[config.mk]
export PLATFORM = sky130hd
export DESIGN_NAME = ic232_steer
export DESIGN_NICKNAME = d
export VERILOG_FILES = /design/src/rtl/ic232_pkg.sv /design/src/rtl/ic232_step_code.sv /design/src/rtl/ic232_steer.sv
export SDC_FILE = /design/constraint.sdc
export NUM_CORES = 1
export LEC_CHECK = 0
export CAP_MARGIN = 0
export CORE_AREA = 2 2 39 41
export CTS_BUF_LIST = sky130_fd_sc_hd__clkbuf_8
export DETAILED_ROUTE_END_ITERATION = 7
export DIE_AREA = 0 0 41 43
export PLACE_DENSITY = 0.65
export RECOVER_POWER = 25
export SLEW_MARGIN = 5
export SYNTH_ARGS = -nofsm -noshare
export SYNTH_HDL_FRONTEND = slang
export SYNTH_SLANG_ARGS = --single-unit
[constraint.sdc]
create_clock -name clk -period 1.66 [get_ports clk]
set_input_delay 0.498 -clock clk [delete_from_list [all_inputs] [get_ports clk]]
set_output_delay 0.498 -clock clk [all_outputs]
set_load 0.01 [all_outputs]
[src/rtl/ic232_pkg.sv]
// Shared types and select-code constants for steering an ic232 latch pair.
package ic232_pkg;

  typedef enum logic [1:0] {
    ST_IDLE  = 2'd0,
    ST_CHECK = 2'd1,
    ST_DRIVE = 2'd2
  } state_t;

  // {A2,A1,A0} codes understood by the ic232
  localparam logic [2:0] CODE_SET0 = 3'b000;
  localparam logic [2:0] CODE_CLR0 = 3'b010;
  localparam logic [2:0] CODE_TGL  = 3'b100;
  localparam logic [2:0] CODE_Q1T  = 3'b110;

endpackage

[src/rtl/ic232_step_code.sv]
// Maps live state q, target t and the drive flag to the ic232 select code.
module ic232_step_code
  import ic232_pkg::*;
(
  input  logic [1:0] i_q,
  input  logic [1:0] i_t,
  input  logic       i_drive,
  output logic [2:0] o_code
);

  always_comb begin
    // Hold: re-assert the current Q0 so nothing moves
    o_code = i_q[0] ? CODE_SET0 : CODE_CLR0;
    if (i_drive) begin
      if (i_t[1] == i_q[1]) begin
        o_code = i_t[0] ? CODE_SET0 : CODE_CLR0;
      end else begin
        o_code = (i_t[0] && !i_q[0]) ? CODE_TGL : CODE_Q1T;
      end
    end
  end

endmodule

[src/rtl/ic232_steer.sv]
// Closed-loop steering controller: drives an ic232 toward a requested {Q1,Q0}
// one step at a time, reporting done, or err once MAX_STEPS is exhausted.
module ic232_steer
  import ic232_pkg::*;
#(
  parameter int MAX_STEPS = 2,
  parameter int STEP_W    = 2
) (
  input  logic              clk,
  input  logic              rst_n,
  input  logic              req_valid,
  input  logic [1:0]        req_state,
  output logic              req_ready,
  input  logic              Q0_fb,
  input  logic              Q1_fb,
  output logic              A0,
  output logic              A1,
  output logic              A2,
  output logic              busy,
  output logic              done,
  output logic              err,
  output logic [STEP_W-1:0] steps
);

  localparam logic [STEP_W-1:0] STEPS_MAX = STEP_W'(MAX_STEPS);
  localparam logic [STEP_W-1:0] STEP_ONE  = STEP_W'(1);

  state_t            r_state;
  logic [1:0]        r_target;
  logic [STEP_W-1:0] r_steps;
  logic              r_done;
  logic              r_err;

  logic [1:0] w_q;
  logic [2:0] w_code;
  logic       w_drive;

  assign w_q     = {Q1_fb, Q0_fb};
  assign w_drive = (r_state == ST_DRIVE);

  ic232_step_code u_code (
    .i_q    (w_q),
    .i_t    (r_target),
    .i_drive(w_drive),
    .o_code (w_code)
  );

  always_ff @(posedge clk or negedge rst_n) begin
    if (!rst_n) begin
      r_state  <= ST_IDLE;
      r_target <= 2'b00;
      r_steps  <= '0;
      r_done   <= 1'b0;
      r_err    <= 1'b0;
    end else begin
      r_done <= 1'b0;
      case (r_state)
        ST_IDLE: begin
          if (req_valid) begin
            r_target <= req_state;
            r_steps  <= '0;
            r_err    <= 1'b0;
            r_state  <= ST_CHECK;
          end
        end
        ST_CHECK: begin
          if (w_q == r_target) begin
            r_done  <= 1'b1;
            r_state <= ST_IDLE;
          end else if (r_steps == STEPS_MAX) begin
            r_err   <= 1'b1;
            r_state <= ST_IDLE;
          end else begin
            r_state <= ST_DRIVE;
          end
        end
        ST_DRIVE: begin
          // Saturate rather than wrap, even though CHECK normally guards this
          if (r_steps != STEPS_MAX) begin
            r_steps <= r_steps + STEP_ONE;
          end
          r_state <= ST_CHECK;
        end
        default: r_state <= ST_IDLE;
      endcase
    end
  end

  assign req_ready    = (r_state == ST_IDLE);
  assign busy         = !req_ready;
  assign done         = r_done;
  assign err          = r_err;
  assign steps        = r_steps;
  assign {A2, A1, A0} = w_code;

endmodule

### Word level (Yosys, flattened, before mapping)

Index checks and enable logic that the tools add are counted.

* ROM bits: 0
* bits in writable memories: 0
* bits in latches: 0
* output and inout bits: 9
* memories kept: 0
* bits in registers: 8
* input port bits: 7

* reduce and logical (&&, ||, !) cells: 9
* $add $sub $neg: 1
* magnitude comparators: 0
* equal/unequal tests: 10
* bitwise logic cells: 0
* shifts and indexed selects: 0
* div/mod/pow operators: 0
* muxes and demuxes: 18
* $mul: 0

Operators with widths (number)
* two-way mux 2 bit: 8
* != test 2 bit, second input constant: 5
* two-way mux 3 bit: 2
* case mux 2 bit (3 select lines): 1
* two-way mux 1 bit: 5
* == test 2 bit, second input constant: 2
* case mux 2 bit (2 select lines): 1
* AND reduction 4 bit: 1
* nonzero test 2 bit: 2
* AND reduction 3 bit: 1
* adder 2 x 1 -> 2 bit, second input constant: 1
* == test 2 x 1 -> 1 bit, second input constant: 1
* == test 2 bit: 1
* logical NOT 1 bit: 2
* logical NOT 2 bit: 1
* case mux 1 bit (2 select lines): 1
* AND reduction 2 bit: 1
* == test 1 bit: 1
* logical AND 1 bit: 1

### Logic depth before layout (Yosys ltp)

* depth after elaboration: 5
* gate-level depth with buffers: 5
* mapped depth without buffers: 5

### Cells and area by module

From an unflattened synthesis, not the netlist that was laid out.

* cells, all modules: 40
* area total of the unflattened synthesis: 431.7 µm²

By module, submodules not included
* ic232_steer: sequential area each 200.2 µm², times used 1, cells each 33, area each 377.9 µm²
* ic232_step_code: sequential area each 0.0 µm², times used 1, cells each 7, area each 53.8 µm²

### Worst setup path after synthesis

Ideal clock, no wire load.

* path type: input-to-output
* from: in Q1_fb
* to: out A1
* stages: 3
* data required time: 1.162 ns
* slack: 0.136 ns
* arrival: 1.026 ns
* cell sequence: xnor2_2 mux2i_1 o31a_1

* longest elaborated chain between the ends: 3

RTL lines
* start, declared: line ic232_steer.sv:15 `input logic Q1_fb,`
* == test 1 bit: line ic232_step_code.sv:15 `if (i_t[1] == i_q[1]) begin`
* two-way mux 3 bit: line ic232_step_code.sv:15
* two-way mux 3 bit: line ic232_step_code.sv:14 `if (i_drive) begin`
* end, declared: line ic232_steer.sv:17 `output logic A1,`

No other way between the ends.

### Worst setup path in the final report

* from: reg r_target[1]
* to: out A1

* longest elaborated chain between the ends: 3

RTL lines
* start, declared: line ic232_steer.sv:29 `logic [1:0] r_target;`
* start signal, assigned: line ic232_steer.sv:60 `r_target <= req_state;`
* == test 1 bit: line ic232_step_code.sv:15
* two-way mux 3 bit: line ic232_step_code.sv:15
* two-way mux 3 bit: line ic232_step_code.sv:14

No other way between the ends.

==> impl_metrics.yaml <==
yosys:
  netlist.area_leader.share: 0.443
  syn_nets: 50
  post_synthesis_instance_total: 41
  synth_area_per_inst_um2: 11.0
  yosys_register_bits: 8
  synth_area_um2: 452
  ys.warnings.count: 0
  synthDominantAreaCellType: "dfrtp_1"
  synth_sequential_area_ratio: 0.443
  synth.top_cells.by_area: "dfrtp_1 44%, mux2_4 6.6%, ha_1 5.5%"
  post_synth_num_cell_types: 23
drt:
  routed_via_density: 4.77
  wire_per_inst_um: 11.5
  drc_errors: 0
  drt_wirelength_um: 929
  vias: 386
  firstDrtPassIters: 4
  ant_nets: 0
  initial_drt_markers: 3
placed_design:
  dp_worst_setup_slack_ns: -0.821
  post_detailed_placement_half_perimeter_wirelength_um: 708
  dpl_cell_area_um2: 659
  io_buffer_count: 14
  place_inst: 77
  finalWeightedCongestion: 0.722
setup_path:
  worst-r2r-setup-slack_ns: 0.40
  rr_endpoint: "r_state[1]"
  crit_path_max_fanout: 2
  timing.critical_path.slowest_stage_cell: "dfrtp_1"
  startpoint_class: "flop"
  timing.critical_path.arrival_ns: 1.28
  endpoint_kind: "output port"
  reg2reg_depth: 5
  worstPathCellList: "xnor2_2, mux2i_1, o31a_1, buf_2"
  critical_path_required_ns: 1.16
  crit_path_max_incr_delay_ns: 0.40
  reg2reg_from: "r_target[1]"
  path_class: "flop to output port"
power:
  vdd_ir_drop_max_mv: 1.11
  p_per_area_nw_per_um2: 1800
  static_leak_nw: 0.356
global_route:
  largest_net_degree_at_the_start_of_global_routing: 9
  grt_pass1_vias: 368
  overflow: 0
  first_pass_grt_wire_length_um: 1540
  antenna_found_initial: 0
  track_usage: 0.139
flow_run:
  max-cap-violations: 0
die:
  top_level_ports: 16
  start_util: 0.326
  die_y_um: 43
  fp-row-count: 14
  die_w_um: 41
  core_area_um2: 1380
  dieArea_um2: 1760
cts:
  clock_tree.htree_level_count: 1
  cts_root_buffer: "clkbuf_8"
  cts_tree: "done"
  hold_buffers: 0
  cts_buffer_depth: 2
  clkLatencyLatePin_ns: 0.23
  clock_sink_count: 8
  cts_made_buffers: 3
  clk_transition_reported_paths_ns: 0.04
sta:
  count_of_endpoints_failing_setup_in_the_final_report: 2
  tns_ns: -0.156
  post-route-worst-setup-slack_ns: -0.113
  hold_viol_final: 0
  finalClockSkew_ns: 0.00439
  drv_slew: 0
  period_share: 1.07
  fmax_ghz: 0.564
  period_needed_ns: 1.77
  grt_setup_unrepaired: "yes"
layout:
  antenna_cells: 0
  synthToLayoutAreaGrowth_pct: 54.6
  multi_input_area_um2: 229
  stdcell_area_um2: 698
  num-fill-cells: 130
  final_nets: 76
  drive_gt1_frac: 0.446
  seqCellArea_um2: 200
  finish.cell_count_without_fillers: 81
min_path:
  worstHoldPathCells: 2
  min_path_type: "flop to flop"
  min-delay-start: "err"
  endpoint_with_the_worst_hold_slack: "err"
run_status:
  failed_checks: "negative setup slack"
  run_status: "finished with violations"
layer usage:
layer / GRT usage / share of wire / wire length [um]
met1: 0.145 / 0.42 / 393
met2: 0.206 / 0.49 / 455
met3: 0.0785 / 0.065 / 60
met4: 0.0800 / 0.020 / 19
met5: 0 / 0 / 0
placed cells by master (no fill, tap or decap), drive strengths merged:
cell type      netlist  routed
and2                 1       1
clkbuf               0       4
clkdlybuf4s50        0       5
inv                  6       6
dfrtp                8       8
mux2i                1       1
mux2                 2       2
nor3                 3       3
o22ai                2       2
nor4b                1       1
buf                  2      13
dlygate4sd2          0       1
conb                 1       1
nor2                 1       1
xnor2                1       1
o31ai                1       1
ha                   2       2
dlygate4sd3          0       1
and3                 1       1
o21ai                2       2
o31a                 1       1
nand2                1       1
a21oi                3       3
dlymetal6s2s         0       1
nand3b               1       1
clkdlybuf4s15        0       1
per-stage QoR:
stage                util  hold slack, ns  total power, mW
global placement    0.476           0.490             1.02
finish              0.505           0.510             1.26
global route        0.505           0.550             1.36
detailed placement  0.476           0.517             1.03
floorplan               -           0.202            0.711
CTS                 0.501           0.526             1.26
cell type report:
type,instances,share of cell area
sequential,8,0.287
timing repair buffer,23,0.265
multi-input combinational,25,0.328
inverter,6,0.0323
tap,16,0.0287
clock buffer,3,0.0591
how the worst max path moves through the flow:
stage,depth (start not counted),end,slack [ns],start
final,4,A1,-0.11,r_target[1]
after floorplan,3,A1,0.14,Q1_fb
after detailed placement,5,A1,-0.82,Q1_fb
after global placement,5,A1,-0.83,Q1_fb
after CTS,4,A1,-0.16,r_target[1]
after global routing,4,A1,-0.18,r_target[1]
kinds of logic (layout without fill, tap and decap cells):
kind of cell / after synthesis / count (layout) / synth area share
flops: 8 / 8 / 0.443
simple gates: 9 / 9 / 0.163
xor+xnor: 1 / 1 / 0.0360
fa+ha+maj: 2 / 2 / 0.0554
other cells: 1 / 1 / 0.00830
buf+inv: 8 / 32 / 0.0776
mux: 3 / 3 / 0.0886
compound gates: 9 / 9 / 0.127
registers in the layout, summed over array words and instances (netlist names):
signal	flops
done	1
r_target	2
r_state	2
err	1
steps	2
synth_stat cells:
cell type  n
dfrtp_1    8
inv_1      6
nor3_1     3
a21oi_1    2
ha_1       2
mux2_4     2
o22ai_1    2
a21oi_2    1
and2_4     1
and3_1     1
buf_2      1
buf_4      1
conb_1     1
mux2i_1    1
nand2_2    1
nand3b_1   1
nor2_2     1
nor4b_4    1
o21ai_0    1
o21ai_1    1
o31a_1     1
o31ai_1    1
xnor2_2    1
where the power goes:
group	total, mW	internal, mW	switching (mW)
clock network	0.231	0.157	0.0744
registers	0.347	0.275	0.0721
logic	0.676	0.394	0.282
what timing repair did:
action / CTS / global route
pin swaps: 4 / 3
gates resized for setup: 26 / 2
buffers inserted: 0 / 2
endpoints found under the setup margin: 5 / 4
critical path, delay by kind of cell (launching register included):
kind	cells	cell delay [ns]
compound gates	1	0.23
flops	1	0.40
buf+inv	1	0.14
mux	1	0.09
xor+xnor	1	0.20
Note: power is estimated with default switching activity, not from simulation.
